--- src/rtl/sum_ignore_pkg.sv ---
// Shared definitions for the ignore-filtered pair-sum link.
// Holds the default sample width and idle sentinel, the sum-width helper
// and the recovered-difference acceptance rule used by the decoder.
package sum_ignore_pkg;

  localparam int unsigned W   = 4;
  localparam int unsigned IGN = 0;

  // Running pair sums carry one extra bit over the samples.
  function automatic int unsigned sum_width(input int unsigned w);
    return w + 1;
  endfunction

  // A recovered difference is usable when it is a representable sample
  // and does not collide with the idle sentinel.
  function automatic logic diff_ok(input int diff, input int unsigned w,
                                   input int unsigned ign);
    return (diff >= 0) && (diff <= int'((1 << w) - 1)) && (diff != int'(ign));
  endfunction

endpackage

--- src/rtl/sum_fifo.sv ---
// Small synchronous FIFO for recovered samples.
// Ports: clk, rst_b (async, active-low); push/wdata write on the rising edge,
// pop advances the head; head is read from flop storage; full/empty/level
// reflect the registered occupancy count.
module sum_fifo #(
  parameter int unsigned width = 4,
  parameter int unsigned depth = 4
) (
  input  logic                     clk,
  input  logic                     rst_b,
  input  logic                     push,
  input  logic [width-1:0]         wdata,
  input  logic                     pop,
  output logic [width-1:0]         head,
  output logic                     full,
  output logic                     empty,
  output logic [$clog2(depth):0]   level
);

  localparam int unsigned AW = $clog2(depth);

  logic [width-1:0] mem [depth];
  logic [AW-1:0]    wr_ptr;
  logic [AW-1:0]    rd_ptr;
  logic [AW:0]      count;
  logic             push_ok;
  logic             pop_ok;

  // Guard against overflow/underflow so the count can never drift.
  assign push_ok = push && !full;
  assign pop_ok  = pop && !empty;

  assign head  = mem[rd_ptr];
  assign full  = (count == (AW+1)'(depth));
  assign empty = (count == '0);
  assign level = count;

  // Storage needs no reset; only the pointers define what is valid.
  always_ff @(posedge clk) begin
    if (push_ok) mem[wr_ptr] <= wdata;
  end

  // Pointers are power-of-two sized and wrap naturally.
  always_ff @(posedge clk or negedge rst_b) begin
    if (!rst_b) begin
      wr_ptr <= '0;
      rd_ptr <= '0;
      count  <= '0;
    end else begin
      if (push_ok) wr_ptr <= wr_ptr + AW'(1);
      if (pop_ok)  rd_ptr <= rd_ptr + AW'(1);
      case ({push_ok, pop_ok})
        2'b10:   count <= count + (AW+1)'(1);
        2'b01:   count <= count - (AW+1)'(1);
        default: count <= count;
      endcase
    end
  end

endmodule

--- src/rtl/sum_ignore_decoder.sv ---
// Receive end of the pair-sum link: recovers samples as d_n = q_n - d_(n-1),
// rejects out-of-range or sentinel-valued differences, buffers good samples
// in a FIFO and re-emits them with ign marking idle cycles.
// Ports: clk, rst_b (async, active-low); s_valid/s_ready/s_sum sum input;
// resync clears the previous-sample register; hold stalls the output;
// d/d_valid registered sample output; err one-cycle reject pulse;
// level FIFO occupancy.
module sum_ignore_decoder
  import sum_ignore_pkg::*;
#(
  parameter int unsigned w     = W,
  parameter int unsigned ign   = IGN,
  parameter int unsigned depth = 4
) (
  input  logic                      clk,
  input  logic                      rst_b,
  input  logic                      s_valid,
  output logic                      s_ready,
  input  logic [sum_width(w)-1:0]   s_sum,
  input  logic                      resync,
  input  logic                      hold,
  output logic [w-1:0]              d,
  output logic                      d_valid,
  output logic                      err,
  output logic [$clog2(depth):0]    level
);

  localparam int unsigned SW = sum_width(w);
  localparam int unsigned DW = SW + 1;

  logic [w-1:0]          prev_q;
  logic [w-1:0]          prev_eff_c;
  logic signed [DW-1:0]  diff_c;
  logic                  accept_c;
  logic                  ok_c;
  logic                  push_c;
  logic                  pop_c;
  logic                  full_c;
  logic                  empty_c;
  logic [w-1:0]          head_c;

  // Ready depends on the registered count only; a same-cycle pop does not help.
  assign s_ready  = !full_c;
  assign accept_c = s_valid && s_ready;

  // Resync on the accept edge makes this diff relative to zero.
  assign prev_eff_c = resync ? '0 : prev_q;
  assign diff_c     = $signed({1'b0, s_sum}) - $signed({2'b00, prev_eff_c});
  assign ok_c       = diff_ok(int'(diff_c), w, ign);

  assign push_c = accept_c && ok_c;
  assign pop_c  = !hold && !empty_c;

  sum_fifo #(
    .width (w),
    .depth (depth)
  ) u_fifo (
    .clk   (clk),
    .rst_b (rst_b),
    .push  (push_c),
    .wdata (diff_c[w-1:0]),
    .pop   (pop_c),
    .head  (head_c),
    .full  (full_c),
    .empty (empty_c),
    .level (level)
  );

  // Previous recovered sample; a rejected sum leaves it alone unless resync.
  always_ff @(posedge clk or negedge rst_b) begin
    if (!rst_b) begin
      prev_q <= '0;
    end else if (push_c) begin
      prev_q <= diff_c[w-1:0];
    end else if (resync) begin
      prev_q <= '0;
    end
  end

  // Reject pulse lasts exactly one cycle per rejected sum.
  always_ff @(posedge clk or negedge rst_b) begin
    if (!rst_b) begin
      err <= 1'b0;
    end else begin
      err <= accept_c && !ok_c;
    end
  end

  // Output register: idle cycles carry the sentinel.
  always_ff @(posedge clk or negedge rst_b) begin
    if (!rst_b) begin
      d       <= w'(ign);
      d_valid <= 1'b0;
    end else if (pop_c) begin
      d       <= head_c;
      d_valid <= 1'b1;
    end else begin
      d       <= w'(ign);
      d_valid <= 1'b0;
    end
  end

endmodule

--- config.mk ---
export PLATFORM = sky130hd
export DESIGN_NAME = sum_ignore_decoder
export DESIGN_NICKNAME = d
export VERILOG_FILES = /design/src/rtl/sum_ignore_pkg.sv /design/src/rtl/sum_fifo.sv /design/src/rtl/sum_ignore_decoder.sv
export SDC_FILE = /design/constraint.sdc
export NUM_CORES = 1
export LEC_CHECK = 0
export ABC_AREA = 1
export BUFFER_PORTS_ARGS = -buffer_cell sky130_fd_sc_hd__buf_2
export CAP_MARGIN = 15
export CORE_UTILIZATION = 52
export DETAILED_ROUTE_END_ITERATION = 12
export GPL_ROUTABILITY_DRIVEN = 0
export PLACE_DENSITY = 0.77
export SLEW_MARGIN = 15
export SYNTH_ARGS = -nofsm -noshare
export SYNTH_HDL_FRONTEND = slang
export SYNTH_SLANG_ARGS = --single-unit
--- constraint.sdc ---
create_clock -name clk -period 2.55 [get_ports clk]
set_input_delay 0.1275 -clock clk [delete_from_list [all_inputs] [get_ports clk]]
set_output_delay 0.1275 -clock clk [all_outputs]
set_load 0.02 [all_outputs]
==> Yosys cells after proc, flatten, opt, wreduce, memory -nomap -nowiden <==
Memories as Yosys holds them, arrays and structs flattened.
Cells that the tools add are included.
{ "classes": {"reduce_logical": 15, "n_eq_ne": 3, "muxes": 7, "n_bitwise": 0, "n_lt_le_gt_ge": 2, "div": 0, "add_sub_neg": 5, "mul": 0, "n_shift": 0} }
{ "ops": {"columns": ["cell", "n"], "rows": [
  ["$reduce_bool A32 Y1", 1],
  ["$mux W4", 3],
  ["$logic_and A1 B1 Y1", 8],
  ["$ge A6 B1 Y1 const B", 1],
  ["$le A6 B5 Y1 const B", 1],
  ["$pmux W3 S2", 1],
  ["$sub A5 B4 Y6", 1],
  ["$add A2 B1 Y2 const B", 2],
  ["$logic_not A1 Y1", 4],
  ["$add A3 B1 Y3 const B", 1],
  ["$eq A3 B3 Y1 const B", 1],
  ["$logic_not A3 Y1", 1],
  ["$mux W1", 3],
  ["$sub A3 B1 Y3 const B", 1],
  ["$eq A2 B1 Y1 const B", 1],
  ["$eq A2 B2 Y1 const B", 1],
  ["$reduce_bool A2 Y1", 1]
]} }
{ "word_totals": {"elab_cells": 40, "reg_bits": 17, "latch_bits": 0, "mem_bits_ro": 0, "ram_bits": 16, "out_inout_bits": 10, "memories": 1, "in_bits": 10} }
{ "mem_list": {"columns": ["name", "depth", "width", "read_ports", "rd_ports_with_merged_regs", "wr", "line", "source"], "rows": [
  ["u_fifo.mem", 4, 4, 1, 0, 1, "sum_fifo.sv:22", "logic [width-1:0] mem [depth];"]
]} }

==> Depth between registers and ports, before layout <==
Gate-level depths: netlist of the first run.
{ "depth": {"depth_word": 9, "depth_mapped": 18, "ltp_nobuf": 17} }

==> Hierarchy <==
Synthesis of the first run repeated with hierarchy kept, for this count alone.
{ "hier_totals": {"cells_unflattened": 204, "hier_area_um2": 1786.7} }
{ "modules_own_cells": {"columns": ["module", "area_per_inst_um2", "cells_each", "instances", "seq_area_each_um2"], "rows": [
  ["sum_fifo", 1093.5, 107, 1, 655.6],
  ["sum_ignore_decoder", 693.2, 97, 1, 250.2]
]} }

==> Worst setup path after synthesis of the first run <==
No wires, ideal clock.
{ "synth_timing": {"path_type": "flip-flop to flip-flop", "startpoint": "register prev_q[0]", "endpoint": "register u_fifo.count[2], in the netlist u_fifo.level[2]", "setup_time_ns": 0.131, "stages_incl_launch_ff": 16, "required_ns": 2.419, "setup_slack_ns": 0.007, "arrival_ns": 2.413, "synth_period_minus_slack_ns": 2.543, "path_buffers": 1, "cell_sequence": "dfrtp_1 > inv_1 > nor2_1 > ha_1 > xor2_1 > nand2_1 > nor2_4 > nand2_4 > nand3_4 > buf_12 > ha_1 > inv_1 > fa_1 > a21oi_1 > o21ai_0 > xnor2_1"} }
{ "synth_via": {"elab_chain_cells": 9, "elab_cells_between_ends": 13, "cone_classes": "add/sub: 1; order compare: 2; eq/ne: 2; mux: 2; reduce/logical: 6"} }
{ "synth_lines": {"columns": ["item", "line", "source"], "rows": [
  ["from (decl)", "sum_ignore_decoder.sv:31", "logic [w-1:0] prev_q;"],
  ["from (signal assigned)", "sum_ignore_decoder.sv:74", "prev_q <= diff_c[w-1:0];"],
  ["$mux W4 (*)", null, null],
  ["$sub A5 B4 Y6 (*)", "sum_ignore_decoder.sv:48", "assign diff_c = $signed({1'b0, s_sum}) - $signed({2'b00, prev_eff_c});"],
  ["$ge A6 B1 Y1 / $le A6 B5 Y1 (equally long branches)", "sum_ignore_pkg.sv:18", "return (diff >= 0) && (diff <= int'((1 << w) - 1)) && (diff != int'(ign));"],
  ["$logic_and A1 B1 Y1", "sum_ignore_pkg.sv:18", null],
  ["$logic_and A1 B1 Y1 (*)", "sum_ignore_pkg.sv:18", null],
  ["$logic_and A1 B1 Y1 (*)", "sum_ignore_decoder.sv:51", "assign push_c = accept_c && ok_c;"],
  ["$logic_and A1 B1 Y1 (*)", "sum_fifo.sv:30", "assign push_ok = push && !full;"],
  ["$eq A2 B1 Y1 / $eq A2 B2 Y1 (equally long branches)", "sum_fifo.sv:52", "case ({push_ok, pop_ok})"],
  ["$pmux W3 S2 / $reduce_bool A2 Y1 (equally long branches)", null, null],
  ["to (signal assigned)", "sum_fifo.sv:53", "2'b10: count <= count + (AW+1)'(1);"],
  ["to (signal assigned)", "sum_fifo.sv:54", "2'b01: count <= count - (AW+1)'(1);"],
  ["to (signal assigned)", "sum_fifo.sv:55", "default: count <= count;"],
  ["to (decl)", "sum_fifo.sv:25", "logic [AW:0] count;"]
]} }
Mark *: on every way between the ends. The rest lies on a longest branch, timed or not.
A chain may end at the register's enable or synchronous reset.

==> Final worst setup path of the first run <==
{ "layout_timing": {"startpoint": "register prev_q[1]", "endpoint": "register u_fifo.count[2], in the netlist u_fifo.level[2]"} }
The elaborated chain is that of the path after synthesis.

==> impl_metrics.env, run 1 <==
export IMPL_status="finished, final reports clean"
export IMPL_cts_sinks=33
export IMPL_seqCellArea_um2=906
export IMPL_synth_xor_area_share_pct=2.00
export IMPL_io_buffers=19
export IMPL_synth_avg_cell_area_um2=10.3
export IMPL_maxSlewViolCount=0
export IMPL_vdd_drop_max_uv=389
export IMPL_ys_warn_count=0
export IMPL_grt_util_all_layers_pct=19.0
export IMPL_grt_pass1_wl_mm=4.78
export IMPL_synth_edf_count=16
export IMPL_grt_overflow_total=0
export IMPL_rr_startpoint="prev_q[1]$_DFF_PN0_"
export IMPL_die_h_um=60.0
export IMPL_yosysSeqAreaShare_pct=51.8
export IMPL_cp_depth=15
export IMPL_fmax_mhz=426
export IMPL_timing_final_crit_share_pct=92.1
export IMPL_setup_worst_path_end_class="flip-flop"
export IMPL_cts_tree="yes"
export IMPL_cts_buffer_depth=2
export IMPL_path_max_fanout=8
export IMPL_root_buffer="clkbuf_4"
export IMPL_r2r_end="u_fifo.level[2]$_DFFE_PN0P_"
export IMPL_synth_top_family_by_area="simple AND/OR/NAND/NOR gates"
export IMPL_crit_chain="nand2_1 > ha_4 > nand2_1 > nand2_1 > nand2_1 > nand2_1 > nand2_1 > nand2_4 > nand3_4 > ha_1 > inv_1 > fa_2 > a21oi_1 > o21ai_0 > xnor2_1"
export IMPL_viasPerCell=4.82
export IMPL_postPlaceCellArea_mm2=0.00189
export IMPL_multi_input_area_um2=756
export IMPL_htreeDepth=2
export IMPL_cpMaxStageDelayCell="dfrtp_1"
export IMPL_synth_mux_area_share_pct=0
export IMPL_hold_start="s_valid"
export IMPL_yosysUniqueCellTypes=24
export IMPL_worst_setup_path_type="flip-flop to flip-flop"
export IMPL_nFillCells=240
export IMPL_drc=0
export IMPL_synth_compound_area_share_pct=5.15
export IMPL_setup_viol=0
export IMPL_cp_required_ps=2790
export IMPL_rsz0062_at_grt="no"
export IMPL_fin_setup_tns_ps=0
export IMPL_slowest_delay_ps=370
export IMPL_relSlewSlack_pct=74.9
export IMPL_grt_max_degree=18
export IMPL_die_area_mm2=0.00360
export IMPL_drtIter0Drc=39
export IMPL_critPathArrivalTime_ps=2580
export IMPL_initial_core_util_pct=55.9
export IMPL_fin_skew_ps=10.5
export IMPL_path_clk_slew_ps=110
export IMPL_timing_critical_path_from="prev_q[1]$_DFF_PN0_"
export IMPL_yosys_area_share_simple_pct=24.6
export IMPL_synthArstFlopShare_pct=51.5
export IMPL_syn_nets=190
export IMPL_p_leak_nw=0.940
export IMPL_crit_path_start_kind="flip-flop"
export IMPL_synth_fa_ha_area_share_pct=8.30
export IMPL_die_w_um=60.0
export IMPL_crit_path_end="u_fifo.level[2]$_DFFE_PN0P_"
export IMPL_min_period_ps=2350
export IMPL_routedWlPerCell_um=11.9
export IMPL_hold_ws_ps=28.6
export IMPL_dpl_hpwl_mm=2.18
export IMPL_crit_top_cell="nand2_1"
export IMPL_drive_gt1_share_pct=29.6
export IMPL_synth_seq_cells=33
export IMPL_cts_setup_buffers=0
export IMPL_vias=1157
export IMPL_core_mm2=0.00313
export IMPL_clk_latency_ps=340
export IMPL_hp_class="input pin to flip-flop"
export IMPL_ioPinCount=20
export IMPL_grt_pass1_vias=1169
export IMPL_crit_family="simple AND/OR/NAND/NOR gates"
export IMPL_crit_buf_inv=1
export IMPL_num_antenna_cells=0
export IMPL_yosys_most_used_dff="dfrtp_1"
export IMPL_hold_violations=0
export IMPL_area_delta_synth_final_pct=14.8
export IMPL_final_area_mm2=0.00201
export IMPL_first_pass_iters=4
export IMPL_netlist_instances=169
export IMPL_cap_violations=0
export IMPL_numCtsBuffers=5
export IMPL_antenna_found_initial=0
export IMPL_wl_mm=2.86
export IMPL_p_per_area_mw_per_mm2=949
export IMPL_drtAntennaViolNets=0
export IMPL_syn_area_mm2=0.00175
export IMPL_max_slew_worst_pin_slew_ps=377
export IMPL_ff2ff_setup_slack_ps=200
export IMPL_nets=216
export IMPL_r2r_cells=15
export IMPL_row_count=20
Yosys cell counts, types with 2 or more instances:
library cell	instances	share of area, %
nand3_1	5	1.4
nor2_4	5	3.2
nand2_2	6	2.1
nand2_4	8	5.2
a21oi_1	8	2.3
edfxtp_1	16	27
clkbuf_1	2	0.43
nand4_1	6	2.1
xor2_1	2	1.0
ha_1	10	7.2
nor2_1	20	4.3
xnor2_1	2	1.0
nand2_1	19	4.1
o21ai_0	10	2.9
dfrtp_1	17	24
inv_1	25	5.4
per-layer routing:
metal	GRT usage (%)	vias up	wire length, um	part of all wire (%)
met5	0	-	0	0
met4	11.0	0	80	2.8
met3	5.63	9	92	3.2
met2	33.2	25	1520	53
met1	20.2	530	1170	41
li1	-	593	-	-
worst min-delay path by stage:
stage                           to  cells past startpoint
floorplan           d[0]$_DFF_PN0_                      0
global placement    d[1]$_DFF_PN0_                      1
detailed placement  d[0]$_DFF_PN0_                      1
CTS                  err$_DFF_PN0_                      3
global route         err$_DFF_PN0_                      3
finish               err$_DFF_PN0_                      3
what timing repair did:
item / in CTS / in global routing
hold buffers: 1 / 0
endpoints found under the setup margin: 0 / 2
gates resized for setup: 0 / 9
hold endpoints to repair: 17 / 0
metrics by stage:
stage,power [W],setup slack [ps],utilization (%),instances
floorplan,0.00142,6.52,-,169
global placement,0.00157,160,60.3,231
detailed placement,0.00160,72.8,60.3,231
CTS,0.00188,79.6,62.4,240
global route,0.00205,6.80,64.2,240
finish,0.00190,201,64.2,240
cells in the final DEF, fill, tap and decap left out, types with 5 or more instances in the layout:
master    netlist  routed
inv_1          25      25
nor2_1         20      19
buf_2           0      19
nand2_1        19      18
dfrtp_1        17      17
edfxtp_1       16      16
o21ai_0        10      10
nand2_4         8       8
nand2_2         6       7
a21oi_1         8       7
ha_1           10       7
nand4_1         6       6
nand3_1         5       5
nor2_4          5       5
clkbuf_4        0       5
where the power goes:
part / internal, W / total (W) / switching, W / leakage, nW
combinational: 0.000302 / 0.000805 / 0.000502 / 0.550
sequential: 0.000710 / 0.000811 / 0.000101 / 0.360
clock: 0.000104 / 0.000288 / 0.000184 / 0.0310
total: 0.00112 / 0.00190 / 0.000787 / 0.940
state kept, by name, summed over array words and instances (netlist names):
register,count
d,4
d_valid,1
err,1
prev_q,4
u_fifo.level,3
u_fifo.mem,16
u_fifo.rd_ptr,2
u_fifo.wr_ptr,2
worst min-delay path: cells and delay by family:
kind / cells / cell delay (ps)
buf+inv: 1 / 100
compound gates: 1 / 40
simple gates: 1 / 70
cell families (layout without fill, tap and decap cells):
group,Yosys count,count (layout)
DFF,33,33
and+or+nand+nor,73,73
AOI/OAI and AO/OA,18,18
adders and majority gates,11,11
buffers and inverters,30,57
xor gates and xnor gates,4,4
layout make-up:
class	instances	share of cell area [%]
sequential	33	45.1
multi-input combinational	106	37.7
tap	44	2.74
clock buffer	5	1.87
timing repair buffer	22	5.99
clock inverter	3	0.873
inverter	27	5.74
No activity file was read; power rests on OpenSTA's default activity.
==> run 2: changes to the inputs <==
--- a/config.mk
+++ b/config.mk
@@ -12,6 +12,7 @@
 export DETAILED_ROUTE_END_ITERATION = 12
 export GPL_ROUTABILITY_DRIVEN = 0
 export PLACE_DENSITY = 0.77
+export RECOVER_POWER = 25
 export SLEW_MARGIN = 15
 export SYNTH_ARGS = -nofsm -noshare
 export SYNTH_HDL_FRONTEND = slang
==> impl_metrics.env, run 2 (same netlist as run 1, synthesis figures left out) <==
export IMPL_status="finished, final reports clean"
export IMPL_first_pass_iters=4
export IMPL_final_area_mm2=0.00200
export IMPL_numCtsBuffers=5
export IMPL_relSlewSlack_pct=40.0
export IMPL_max_slew_worst_pin_slew_ps=899
export IMPL_root_buffer="clkbuf_4"
export IMPL_cts_buffer_depth=2
export IMPL_cts_setup_buffers=0
export IMPL_crit_path_start_kind="flip-flop"
export IMPL_fin_skew_ps=10.7
export IMPL_final_common_cell="inv_1"
export IMPL_largest_register_ffs=16
export IMPL_fin_setup_tns_ps=0
export IMPL_cts_sinks=33
export IMPL_nets=216
export IMPL_fmax_mhz=426
export IMPL_drtIter0Drc=39
export IMPL_grt_max_degree=18
export IMPL_wl_mm=2.86
export IMPL_p_int_w=0.00112
export IMPL_drive_gt1_share_pct=28.6
export IMPL_path_clk_slew_ps=110
export IMPL_grt_pass1_vias=1169
export IMPL_die_area_mm2=0.00360
export IMPL_hold_ws_ps=28.4
export IMPL_combPwrFrac_pct=42.2
export IMPL_most_common_layout_cells="inv_1, nor2_1, nand2_1"
export IMPL_grt_util_all_layers_pct=19.0
export IMPL_clk_latency_ps=340
export IMPL_area_delta_synth_final_pct=14.7
export IMPL_ioPinCount=20
export IMPL_die_w_um=60.0
export IMPL_nFillCells=242
export IMPL_ff2ff_setup_slack_ps=200
export IMPL_htreeDepth=2
export IMPL_maxSlewViolCount=0
export IMPL_crit_top_cell="nand2_1"
export IMPL_slowest_delay_ps=370
export IMPL_row_count=20
export IMPL_path_max_fanout=8
export IMPL_postPlaceCellArea_mm2=0.00189
export IMPL_min_period_ps=2350
export IMPL_cap_violations=0
export IMPL_rsz0062_at_grt="no"
export IMPL_hold_start="s_valid"
export IMPL_worst_setup_path_type="flip-flop to flip-flop"
export IMPL_clockPowerShare_pct=15.1
export IMPL_largest_registers="u_fifo.mem x16, d x4, prev_q x4"
export IMPL_antenna_found_initial=0
export IMPL_crit_buf_inv=1
export IMPL_seqPwrFrac_pct=42.6
export IMPL_fin_util_pct=64.1
export IMPL_crit_chain="nand2_1 > ha_4 > nand2_1 > nand2_1 > nand2_1 > nand2_1 > nand2_1 > nand2_4 > nand3_4 > ha_1 > inv_1 > fa_2 > a21oi_1 > o21ai_0 > xnor2_1"
export IMPL_cpMaxStageDelayCell="dfrtp_1"
export IMPL_viasPerCell=4.82
export IMPL_largest_register="u_fifo.mem"
export IMPL_vdd_drop_max_uv=389
export IMPL_rr_startpoint="prev_q[1]$_DFF_PN0_"
export IMPL_timing_final_crit_share_pct=92.1
export IMPL_setup_viol=0
export IMPL_crit_family="simple AND/OR/NAND/NOR gates"
export IMPL_hold_violations=0
export IMPL_p_per_area_mw_per_mm2=949
export IMPL_dpl_hpwl_mm=2.18
export IMPL_drtAntennaViolNets=0
export IMPL_grt_pass1_wl_mm=4.78
export IMPL_io_buffers=19
export IMPL_swShare_pct=41.4
export IMPL_die_h_um=60.0
export IMPL_vias=1157
export IMPL_drc=0
export IMPL_timing_critical_path_from="prev_q[1]$_DFF_PN0_"
export IMPL_hp_class="input pin to flip-flop"
export IMPL_num_antenna_cells=0
export IMPL_grt_overflow_total=0
export IMPL_p_leak_nw=0.934
export IMPL_initial_core_util_pct=55.9
export IMPL_routedWlPerCell_um=11.9
export IMPL_critPathArrivalTime_ps=2580
export IMPL_cp_required_ps=2790
export IMPL_setup_worst_path_end_class="flip-flop"
export IMPL_cts_tree="yes"
export IMPL_p_sw_w=0.000788
export IMPL_core_mm2=0.00313
-- run 2: cell count changes in the layout (fill, tap and decap cells not counted) --
| cell | delta |
|---|---|
| buf_2 | -2 |
| clkbuf_1 | +2 |
-- run 2: what timing repair did --
action / CTS / global route
endpoints found under the setup margin: 0 / 2
gates resized for setup: 0 / 9
hold endpoints to repair: 17 / 0
hold buffers: 1 / 0
-- run 2: worst register-to-register path, delay by kind of cell (launching register included) --
kind                       cells  cell delay [ps]
AOI/OAI and AO/OA              2              240
xor gates and xnor gates       1              130
adders and majority gates      3              700
buffers and inverters          1               70
DFF                            1              370
and+or+nand+nor                8              750
-- run 2: layout make-up --
cell class | instances | area [um^2] | area share (%)
multi-input cells | 106 | 756 | 37.7
repair buffers | 22 | 118 | 5.87
flip-flops and latches | 33 | 906 | 45.2
well taps | 44 | 55.1 | 2.75
clock buffers | 5 | 37.5 | 1.87
clock inverters | 3 | 17.5 | 0.874
inverters | 27 | 115 | 5.74
-- run 2: stage by stage --
step | total power (W) | worst slack, ps | instances
2_1_floorplan | 0.00142 | 6.52 | 169
3_3_place_gp | 0.00157 | 160 | 231
5_1_grt | 0.00205 | 6.80 | 240
6_report | 0.00190 | 201 | 240
4_1_cts | 0.00188 | 79.6 | 240
3_5_place_dp | 0.00160 | 72.8 | 231
-- run 2: layer usage --
metal  track usage (%)  up-vias  wire, um
met5                 0        -         0
met2              33.2       25      1520
met3              5.63        9        92
met4              11.0        0        80
met1              20.2      530      1170
li1                  -      593         -
-- run 2: worst paths after layout --
path	to	cells after the start
worst max-delay path	u_fifo.level[2]$_DFFE_PN0P_	15
worst min-delay path	err$_DFF_PN0_	3
worst max register to register	u_fifo.level[2]$_DFFE_PN0P_	15
worst min register to register	u_fifo.level[0]$_DFFE_PN0P_	1
max in group asynchronous	prev_q[0]$_DFF_PN0_	2
min in group asynchronous	d[1]$_DFF_PN0_	2
-- run 2: power groups by stage --
stage / Clock (W) / Combinational [W] / Sequential (W)
final: 0.000288 / 0.000803 / 0.000812
after global routing: 0.000317 / 0.000902 / 0.000832
after CTS: 0.000290 / 0.000783 / 0.000810
after floorplan: 0 / 0.000550 / 0.000868
after global placement: 0 / 0.000751 / 0.000815
after detailed placement: 0 / 0.000779 / 0.000823
